$ cat src/rtl/chimp_take2_control.sv
// Sequencing FSM for the chimp-test board: clear, random placement, timed reveal,
// pick tracking, and level/strike/score bookkeeping.
//
// state     | meaning
// IDLE      | waiting for start, board held in reset
// CLEAR     | one-cycle board clear, pick counter back to 1
// LOAD      | datapath placing numbers at oRandNum
// SHOW      | numbers visible while the reveal timer runs
// PLAY      | numbers hidden, player picking in order
// LEVEL_UP  | one-cycle round completion bookkeeping
// STRIKE    | one-cycle wrong-pick bookkeeping
// GAME_OVER | board revealed until restart
module chimp_take2_control #(
  parameter int START_LEVEL = 4,
  parameter int MAX_LEVEL = 25,
  parameter int MAX_STRIKES = 3,
  parameter int SHOW_CYCLES = 50000000,
  parameter logic [7:0] LFSR_SEED = 8'hA5
) (
  input  logic       clk,
  input  logic       iResetn,
  input  logic       iStart,
  input  logic       iDoneLoad,
  input  logic       iChoseCorrectNum,
  input  logic       iChoseWrongNum,
  output logic       oResetBoard,
  output logic       oLoadEnable,
  output logic       oShowEnable,
  output logic [7:0] oRandNum,
  output logic [4:0] oLevel,
  output logic [4:0] oNumToChoose,
  output logic [2:0] oStrikes,
  output logic [5:0] oScore,
  output logic       oGameOver,
  output logic       oWin,
  output logic [3:0] oState
);

  localparam int TW = (SHOW_CYCLES > 1) ? $clog2(SHOW_CYCLES) : 1;
  localparam logic [TW-1:0] SHOW_LOAD = TW'(SHOW_CYCLES - 1);
  localparam logic [4:0] START_LV = 5'(START_LEVEL);
  localparam logic [4:0] MAX_LV = 5'(MAX_LEVEL);
  localparam logic [2:0] MAX_STR = 3'(MAX_STRIKES);

  localparam logic [3:0] S_IDLE      = 4'd0;
  localparam logic [3:0] S_CLEAR     = 4'd1;
  localparam logic [3:0] S_LOAD      = 4'd2;
  localparam logic [3:0] S_SHOW      = 4'd3;
  localparam logic [3:0] S_PLAY      = 4'd4;
  localparam logic [3:0] S_LEVEL_UP  = 4'd5;
  localparam logic [3:0] S_STRIKE    = 4'd6;
  localparam logic [3:0] S_GAME_OVER = 4'd7;

  logic [3:0]    state, nextState;
  logic [7:0]    lfsr;
  logic          lfsrFb;
  logic          corrPrev, wrongPrev, corrEdge, wrongEdge;
  logic          loadArmed;
  logic [TW-1:0] showTimer;
  logic          lastNum;

  // XNOR feedback on taps 8,6,5,4; its lock-up value 8'hFF is never reached from the seed
  assign lfsrFb    = ~(lfsr[7] ^ lfsr[5] ^ lfsr[4] ^ lfsr[3]);
  assign corrEdge  = iChoseCorrectNum & ~corrPrev;
  assign wrongEdge = iChoseWrongNum & ~wrongPrev;
  assign lastNum   = (oNumToChoose == oLevel);
  assign oRandNum  = lfsr;
  assign oState    = state;

  always_comb begin
    nextState = state;
    case (state)
      S_IDLE, S_GAME_OVER: if (iStart) nextState = S_CLEAR;
      S_CLEAR:    nextState = S_LOAD;
      S_LOAD:     if (loadArmed && iDoneLoad) nextState = S_SHOW;
      S_SHOW: begin
        if (wrongEdge)              nextState = S_STRIKE;
        else if (corrEdge)          nextState = lastNum ? S_LEVEL_UP : S_PLAY;
        else if (showTimer == '0)   nextState = S_PLAY;
      end
      S_PLAY: begin
        if (wrongEdge)              nextState = S_STRIKE;
        else if (corrEdge && lastNum) nextState = S_LEVEL_UP;
      end
      S_LEVEL_UP: nextState = (oLevel == MAX_LV) ? S_GAME_OVER : S_CLEAR;
      S_STRIKE:   nextState = ((oStrikes + 3'd1) == MAX_STR) ? S_GAME_OVER : S_CLEAR;
      default:    nextState = S_IDLE;
    endcase
  end

  always_ff @(posedge clk or negedge iResetn) begin
    if (!iResetn) begin
      state        <= S_IDLE;
      lfsr         <= LFSR_SEED;
      corrPrev     <= 1'b0;
      wrongPrev    <= 1'b0;
      loadArmed    <= 1'b0;
      showTimer    <= '0;
      oResetBoard  <= 1'b1;
      oLoadEnable  <= 1'b0;
      oShowEnable  <= 1'b0;
      oLevel       <= START_LV;
      oNumToChoose <= 5'd1;
      oStrikes     <= 3'd0;
      oScore       <= 6'd0;
      oGameOver    <= 1'b0;
      oWin         <= 1'b0;
    end else begin
      state       <= nextState;
      lfsr        <= {lfsr[6:0], lfsrFb};
      corrPrev    <= iChoseCorrectNum;
      wrongPrev   <= iChoseWrongNum;
      // the datapath done flag is stale during the first LOAD cycle
      loadArmed   <= (state == S_LOAD);
      oResetBoard <= (nextState == S_IDLE) || (nextState == S_CLEAR);
      oLoadEnable <= (nextState == S_LOAD);
      oShowEnable <= (nextState == S_SHOW) || (nextState == S_GAME_OVER);
      case (state)
        S_IDLE, S_GAME_OVER: begin
          if (iStart) begin
            oLevel    <= START_LV;
            oStrikes  <= 3'd0;
            oScore    <= 6'd0;
            oGameOver <= 1'b0;
            oWin      <= 1'b0;
          end
        end
        S_CLEAR: oNumToChoose <= 5'd1;
        S_LOAD: begin
          if (nextState == S_SHOW) showTimer <= SHOW_LOAD;
        end
        S_SHOW: begin
          if (showTimer != '0) showTimer <= showTimer - TW'(1);
          if (!wrongEdge && corrEdge && !lastNum) oNumToChoose <= oNumToChoose + 5'd1;
        end
        S_PLAY: begin
          if (!wrongEdge && corrEdge && !lastNum) oNumToChoose <= oNumToChoose + 5'd1;
        end
        S_LEVEL_UP: begin
          if (oScore != 6'd63) oScore <= oScore + 6'd1;
          if (oLevel == MAX_LV) begin
            oWin      <= 1'b1;
            oGameOver <= 1'b1;
          end else begin
            oLevel <= oLevel + 5'd1;
          end
        end
        S_STRIKE: begin
          oStrikes <= oStrikes + 3'd1;
          if (nextState == S_GAME_OVER) oGameOver <= 1'b1;
        end
        default: ;
      endcase
    end
  end

endmodule

$ cat config.mk
export PLATFORM = sky130hd
export DESIGN_NAME = chimp_take2_control
export DESIGN_NICKNAME = d
export VERILOG_FILES = /design/src/rtl/chimp_take2_control.sv
export SDC_FILE = /design/constraint.sdc
export NUM_CORES = 1
export LEC_CHECK = 0
export ABC_AREA = 1
export CAP_MARGIN = 20
export CORE_MARGIN = 5
export CORE_UTILIZATION = 45
export DETAILED_ROUTE_END_ITERATION = 6
export PLACE_DENSITY = 0.71
export SYNTH_ARGS = -nofsm -noshare
export SYNTH_HDL_FRONTEND = slang
export SYNTH_SLANG_ARGS = --single-unit
export TNS_END_PERCENT = 1
$ cat constraint.sdc
create_clock -name clk -period 3.9 [get_ports clk]
set_clock_uncertainty 0.1 [all_clocks]
set_input_delay 0.975 -clock clk [delete_from_list [all_inputs] [get_ports clk]]
set_output_delay 0.975 -clock clk [all_outputs]
set_load 0.1 [all_outputs]
Word-level counts from Yosys, hierarchy flattened
Cells that the tools add are included.

operators by class
  reductions and logical operators = 26
  $add $sub $neg = 5
  order comparisons = 0
  eq/ne operators = 23
  multipliers = 0
  shift-type cells = 0
  div/mod/pow operators = 0
  multiplexer cells = 29
  bitwise gates (word level) = 8

operators with widths
  cell                                                  number
  two-way mux 26 bit                                    2
  one-hot mux 26 bit (2 select lines)                   1
  two-way mux 4 bit                                     7
  one-hot mux 4 bit (7 select lines)                    1
  logical NOT 26 bit                                    1
  nonzero test 26 bit                                   1
  subtractor 26 x 1 -> 26 bit (second input constant)   1
  equality test 4 x 3 -> 1 bit (second input constant)  5
  one-hot mux 5 bit (2 select lines)                    2
  equality test 4 x 2 -> 1 bit (second input constant)  4
  two-way mux 5 bit                                     3
  two-way mux 6 bit                                     2
  inequality test 2 bit (second input constant)         6
  one-hot mux 6 bit (2 select lines)                    1
  AND reduction 3 bit                                   4
  adder 5 x 1 -> 5 bit (second input constant)          2
  two-way mux 3 bit                                     3
  equality test 4 x 1 -> 1 bit (second input constant)  2
  logical NOT 4 bit                                     2
  nonzero test 2 bit                                    4
  adder 6 x 1 -> 6 bit (second input constant)          1
  inequality test 6 bit (second input constant)         1
  one-hot mux 3 bit (2 select lines)                    1
  equality test 5 bit                                   1
  other kinds (17)                                      33

storage, ports and cells
  word-level logic and storage cells = 106
  bits in read-only memories = 0
  bits of input ports = 6
  memories kept = 0
  register bits after elaboration = 65
  output and inout bits = 36
  bits in writable memories = 0
  latch bits = 0

Longest topological paths before layout
Gate-level depths: netlist of the first run.

  depth after elaboration = 9
  mapped depth = 16
  depth with buffers taken out = 16

Worst setup path after synthesis of the first run
OpenSTA, ideal clock, no wires.

  kind = reg-to-reg
  from = register state[2] (netlist: oState[2])
  to = register oNumToChoose[4]
  setup time = 0.124 ns
  period minus slack after synthesis = 2.464 ns
  stages on the path, launching flop included = 14
  data required time = 3.676 ns
  data arrival time = 2.239 ns
  setup slack = 1.436 ns
  cells stage by stage = dfrtp_1 > nand2_1 > inv_1 > nand3_1 > nand2_1 > inv_1 > nor2_1 > nand3_1 > nand2_2 > nand2_1 > nor2_2 > nand3_1 > nand2_1 > a21oi_1

on the way
  word-level cells in the longest chain between the ends = 4

RTL lines
  what                                                                                   line  RTL
  start: declaration                                                                     54    logic [3:0] state, nextState;
  start signal: assignment                                                               109   state <= nextState;
  equality test 4 x 3 -> 1 bit or equality test 4 x 2 -> 1 bit (tied branches)           118   case (state)
  OR reduction 2 bit (no source line)                                                    --
  inequality test 2 x 1 -> 1 bit (no source line) or nonzero test 2 bit (tied branches)  --
  AND reduction 2 bit (no source line)                                                   --
  end signal: assignment                                                                 134   if (!wrongEdge && corrEdge && !lastNum) oNumToChoose <= oNumToChoose + 5'd1;
  end signal: assignment                                                                 137   if (!wrongEdge && corrEdge && !lastNum) oNumToChoose <= oNumToChoose + 5'd1;
  end: declaration                                                                       31    output logic [4:0] oNumToChoose,

Several ways; a longest one is shown, not always the timed one.
A chain may end at the register's enable or synchronous reset.

Final worst setup path of the first run
  from = register state[2] (netlist: oState[2])
  to = output oState[2]

RTL lines
  what              line  RTL
  end: declaration  36    output logic [3:0] oState

No word-level cell between the ends.

==> results_dict.tcl, run 1 <==
set metrics [dict create \
    p_int_mw 1.21 \
    diodes 0 \
    netlist_top_cells_area "dfrtp_1 41%, nand2_1 10%, inv_1 6.6%, dfstp_2 5.2%, nor2_1 5.2%" \
    yosysTopAreaCell "dfrtp_1" \
    die_h_um 98.4 \
    hold_viol 0 \
    dieArea_um2 9670 \
    final_cell_mix "95 x nand2_1, 62 x inv_1, 58 x dfrtp_1" \
    port_buffers 41 \
    rsz0062_at_grt "no" \
    fmax_ghz 0.334 \
    initial_core_util 0.459 \
    placed_cell_area_um2 4020 \
    min_path_type "reg2reg" \
    status "complete, no violations" \
    setup_tns_ps 0 \
    hold_depth 0 \
    multiInputGateArea_um2 1590 \
    drtPass1Iterations 4 \
    synth_edf_count 0 \
    cts_tree "built" \
    critPathMaxFanout 5 \
    netSwitchingPower_uw 739 \
    worstHoldStart "oRandNum[6]" \
    worst_slack_ps 909 \
    hold_buffers 0 \
    regArea_um2 1640 \
    yosysTopAreaCellShare 0.413 \
    grt_pass1_vias 3039 \
    period_share 0.767 \
    design_area_um2 4220 \
    syn-num-nets 472 \
    syn-instance-count 459 \
    wl_per_cell_um 12.3 \
    worstMarginPinSlew_ps 977 \
    p_leak_nw 1.96 \
    synth-seq-cells 65 \
    clockRootBuffer "clkbuf_8" \
    dpl.hpwl_mm 5.56 \
    ys_types 31 \
    ys.flop_type "dfrtp_1" \
    use_met3 0.0521 \
    pre_cts_ws_ps 1260 \
    final_common_cell "nand2_1" \
    die_w_um 98.4 \
    relSlewSlack 0.347 \
    globalplace.congestion 0.794 \
    ys_seq_area_frac 0.465 \
    max_cap_violations 0 \
    end_kind "output port" \
    antenna_found_initial 0 \
    ir_worst_vdd_uv 262 \
    grt_max_degree 49 \
    startpoint_type "register" \
    crit_type "reg2out" \
    r2r_start "oState[2]" \
    clkTransAtPathRegs_ps 70 \
    syn-cell-area_um2 3510 \
    clockPowerShare 0.273 \
    clock_latency_ps 350 \
    grt_pass1_wl_mm 13.4 \
    num_rows 32 \
    grt_util_all_layers 0.168 \
    use_met2 0.291 \
    cp_data_arrival_time_ps 1920 \
    worstSetupStartpoint "oState[2]" \
    htreeDepth 3 \
    cp_cell_sequence "clkdlybuf4s50_1" \
    cts_buffer_depth 2 \
    synthArstFlopShare 1.00 \
    crit_path_max_incr_delay_ps 1160 \
    clkSinkCount 65 \
    reg2reg_depth 12 \
    top_usage_layer "met2" \
    p_per_area_nw_per_um2 461 \
    drtIter0Drc 120 \
    area_growth_pct 20.2 \
    avgSynthCellArea_um2 7.65 \
    switching_share 0.380 \
    via_per_inst 5.01 \
    comb_power_share 0.276 \
    cts_buffers 9 \
    post_cts.resized_instances 0 \
    grt_overflow 0 \
    path_buf_inv 1 \
    crit_slowest_cell "clkdlybuf4s50_1" \
    met1_usage 0.200 \
    ys_warn_count 0 \
    drv_slew 0 \
    drive_above_1_share 0.130 \
    fin_nets 524 \
    cp_top_family "buffers and inverters" \
    cp.depth 1 \
    seqPwrFrac 0.451 \
    finalCriticalPeriod_ps 2990 \
    routed_wl_mm 7.60 \
    worstPathRequired_ps 2820 \
    drc_errors 0 \
    cts_setup_buffers 0 \
    drtAntennaViolNets 0 \
    num_vias 3099 \
    fp.coreArea_um2 7650 \
    nFillCells 741 \
    top_level_ports 42 \
    finalSetupViolCount 0 \
]
[metrics by stage]
step           hold WS [ps]  utilization  instances  power [mW]
4_1_cts                 292        0.550        617        1.97
2_1_floorplan           397            -        459        1.29
3_3_place_gp            261        0.526        601        1.41
3_5_place_dp            258        0.526        601        1.43
5_1_grt                 297        0.552        618        2.09
6_report                285        0.552        618        1.95
[synth_stat cells (all sizes together) (4+ instances only)]
| master | count |
|---|---|
| xnor2 | 8 |
| nand2 | 101 |
| nor3 | 21 |
| nor2 | 57 |
| dfstp | 7 |
| xor2 | 4 |
| ha | 7 |
| dfrtp | 58 |
| nand4 | 4 |
| inv | 67 |
| nand3 | 32 |
| a21oi | 28 |
| o21ai | 49 |
[power by group through the flow]
stage | registers [mW] | clock network (mW) | logic [mW]
finish | 0.879 | 0.531 | 0.537
global route | 0.897 | 0.585 | 0.606
CTS | 0.879 | 0.553 | 0.541
detailed placement | 0.890 | 0 | 0.539
global placement | 0.886 | 0 | 0.525
floorplan | 1.02 | 0 | 0.274
[sequential cells by signal, summed over array words and instances (netlist names)]
name and cells:
oState 4, wrongPrev 1, showTimer 26, oNumToChoose 5, oShowEnable 1, oGameOver 1, loadArmed 1, oResetBoard 1
oLoadEnable 1, oRandNum 8, oLevel 5, oScore 6, oWin 1, oStrikes 3, corrPrev 1
[cell type report]
cell class | instances | share of cell area
Multi-Input combinational cell | 320 | 0.376
Clock buffer | 13 | 0.0400
Tap cell | 102 | 0.0302
Sequential cell | 65 | 0.387
Timing Repair Buffer | 47 | 0.102
Inverter | 68 | 0.0607
Clock inverter | 3 | 0.00356
[routing by layer]
layer | up-vias | share of wire
met5 | - | 0
met3 | 10 | 0.054
met1 | 1453 | 0.43
met2 | 57 | 0.51
li1 | 1579 | -
met4 | 0 | 0.012
[worst paths after layout]
kind                                         to  slack (ps)
worst max-delay path                  oState[2]         910
min in group asynchronous             oLevel[1]         480
worst min-delay path                oRandNum[7]         280
worst min register to register      oRandNum[7]         280
max in group asynchronous           oRandNum[7]        2420
worst max register to register  oNumToChoose[4]        1530
[cells by family (layout without fill, tap and decap cells)]
family                     Yosys count  count (layout)  synth area share
xor gates and xnor gates            12              12            0.0299
other                                1               1           0.00107
and+or+nand+nor                    219             219             0.276
AOI/OAI and AO/OA                   81              81             0.120
buffers and inverters               74             131            0.0823
adders and majority gates            7               7            0.0249
DFF                                 65              65             0.465
(Power assumes the default switching activity.)
==> inputs of run 2 (changes only) <==
--- a/config.mk
+++ b/config.mk
@@ -10,7 +10,7 @@
 export CORE_MARGIN = 5
 export CORE_UTILIZATION = 45
 export DETAILED_ROUTE_END_ITERATION = 6
-export PLACE_DENSITY = 0.71
+export PLACE_DENSITY = 0.73
 export SYNTH_ARGS = -nofsm -noshare
 export SYNTH_HDL_FRONTEND = slang
 export SYNTH_SLANG_ARGS = --single-unit
==> constraint.sdc (replaced) <==
create_clock -name clk -period 2.7 [get_ports clk]
set_clock_uncertainty 0.1 [all_clocks]
set_input_delay 0.675 -clock clk [delete_from_list [all_inputs] [get_ports clk]]
set_output_delay 0.675 -clock clk [all_outputs]
set_load 0.1 [all_outputs]
==> run 2 against run 1 <==
Non-clock buffer count shrank 1. Die area is the same. Routed wire length increased by 1.5%. Sequential share of layout area grew 0.75 points. Largest power group unchanged. Flip-flop and latch count is the same. Sequential power is 46% higher. Via count down 0.74%. Combinational power increased by 45%. Worst setup slack worse by 600 ps. Hold slack worse by 89 ps. Global-route usage decreased by 0.16 points. Cell count decreased by 0.32%.
==> results_dict.tcl, run 2 (same netlist as run 1, synthesis figures left out) <==
set metrics [dict create \
    p_int_mw 1.74 \
    diodes 0 \
    drtAntennaViolNets 0 \
    grt_pass1_wl_mm 13.2 \
    crit_type "reg2reg" \
    cts_setup_buffers 0 \
    routed_wl_mm 7.71 \
    dpl.cell_count 601 \
    relSlewSlack 0.661 \
    worstPathRequired_ps 2810 \
    die_h_um 98.4 \
    dieArea_um2 9670 \
    rsz0062_at_grt "no" \
    cp_cell_sequence "inv_1 -> ha_1 -> nand2_1 -> nor2_2 -> nand2_2 -> inv_2 -> nand2_2 -> o41ai_2 -> nand2_1 -> buf_4 -> o21ai_0 -> o21ai_0" \
    clockRootBuffer "clkbuf_8" \
    comb_power_share 0.277 \
    clkTransAtPathRegs_ps 70 \
    startpoint_type "register" \
    antenna_found_initial 0 \
    cp_data_arrival_time_ps 2500 \
    cts_buffers 9 \
    die_w_um 98.4 \
    seqPwrFrac 0.454 \
    finalSetupViolCount 0 \
    final_cell_mix "95 x nand2_1, 62 x inv_1, 58 x dfrtp_1" \
    grt_overflow 0 \
    p_leak_nw 1.98 \
    nFillCells 696 \
    cts_buffer_depth 2 \
    dpl.hpwl_mm 5.68 \
    num_rows 32 \
    largest-register "showTimer" \
    finalCriticalPeriod_ps 2390 \
    wl_per_cell_um 12.5 \
    top_level_ports 42 \
    fin_nets 523 \
    max_cap_violations 0 \
    r2r_start "showTimer[0]" \
    p_per_area_nw_per_um2 679 \
    port_buffers 41 \
    crit_slowest_cell "dfrtp_1" \
    drv_slew 0 \
    grt_util_all_layers 0.167 \
    final_common_cell "nand2_1" \
    post_cts.resized_instances 0 \
    num_vias 3076 \
    ir_worst_vdd_uv 312 \
    reg2reg_slack_ps 310 \
    status "complete, no violations" \
    clock_latency_ps 340 \
    switching_share 0.382 \
    grt_pass1_vias 2991 \
    grt_max_degree 33 \
    finalNonFillerCells 616 \
    min_path_type "in2async" \
    drc_errors 0 \
    worstMarginPinSlew_ps 509 \
    fp.coreArea_um2 7650 \
    period_share 0.887 \
    globalplace.congestion 0.866 \
    initial_core_util 0.459 \
    hold_buffers 0 \
    drtIter0Drc 115 \
    timing.rr.end "showTimer[15]" \
    largest_reg_flops 26 \
    fmax_ghz 0.418 \
    drtPass1Iterations 4 \
    setup_tns_ps 0 \
    area_growth_pct 17.9 \
    via_per_inst 4.99 \
    clockPowerShare 0.269 \
    reg2reg_depth 12 \
    cts_tree "built" \
    hold_viol 0 \
    netSwitchingPower_mw 1.07 \
    end_kind "register" \
    critPathMaxFanout 32 \
    crit_path_max_incr_delay_ps 360 \
    htreeDepth 3 \
    drive_above_1_share 0.171 \
    clkSinkCount 65 \
]
run 2: cell types whose count changed in the layout (fill, tap and decap cells not counted):
| cell | delta |
|---|---|
| buf_4 | +23 |
| clkdlybuf4s50_1 | -23 |
| clkinv_2 | -2 |
| buf_12 | -1 |
| clkinvlp_4 | +1 |
run 2: worst max-delay path by stage:
stage | depth (start not counted) | end | slack [ps] | from
after floorplan | 13 | oNumToChoose[4] | 240 | oState[2]
after global placement | 14 | oGameOver | 400 | iChoseWrongNum
after detailed placement | 12 | showTimer[15] | 310 | showTimer[0]
after CTS | 12 | showTimer[15] | 290 | showTimer[0]
after global routing | 12 | showTimer[15] | 100 | showTimer[0]
final | 12 | showTimer[15] | 310 | showTimer[0]
run 2: through the flow:
stage	setup WS (ps)	hold slack, ps	cell area, um^2	util	power (mW)
floorplan	236	279	3510	-	1.86
global placement	397	260	3960	0.518	2.04
detailed placement	308	266	3960	0.518	2.07
CTS	294	205	4140	0.542	2.85
global route	105	220	4140	0.542	3.00
finish	306	196	4140	0.542	2.81
run 2: layer usage:
layer  wire (um)  vias to the layer above  track usage
met4          51                        0       0.0462
met2        3950                       70        0.297
li1            -                     1588            -
met3         420                        7       0.0564
met5           0                        -            0
met1        3290                     1411        0.189
run 2: area by class of cell:
class                      instances  area, um^2  share of cell area
clock inverter                     2        12.5             0.00302
multi-input combinational        320        1590               0.384
timing repair buffer              46         353              0.0852
inverter                          68         256              0.0619
sequential                        65        1640               0.395
clock buffer                      13         169              0.0408
tap                              102         128              0.0308
run 2: power groups by stage:
stage | combinational (mW) | sequential (mW) | clock, mW
after floorplan | 0.396 | 1.47 | 0
after global placement | 0.759 | 1.28 | 0
after detailed placement | 0.783 | 1.29 | 0
after CTS | 0.787 | 1.27 | 0.789
after global routing | 0.869 | 1.30 | 0.837
final | 0.780 | 1.28 | 0.756
run 2: critical path: cells and delay by family, from the launching register on:
kind	cells	cell delay, ps
flip-flops	1	360
adder cells (fa/ha/maj)	1	210
buffers and inverters	3	510
AO/OA/AOI/OAI	3	410
AND/OR/NAND/NOR	5	670
==> inputs of run 3 (changes only) <==
--- a/config.mk
+++ b/config.mk
@@ -10,6 +10,7 @@
 export CORE_MARGIN = 5
 export CORE_UTILIZATION = 45
 export DETAILED_ROUTE_END_ITERATION = 6
+export HOLD_SLACK_MARGIN = 0.03
 export PLACE_DENSITY = 0.73
 export SYNTH_ARGS = -nofsm -noshare
 export SYNTH_HDL_FRONTEND = slang
==> results of run 3 <==
No change in the layout: final DEF, timing and power equal those of run 2.
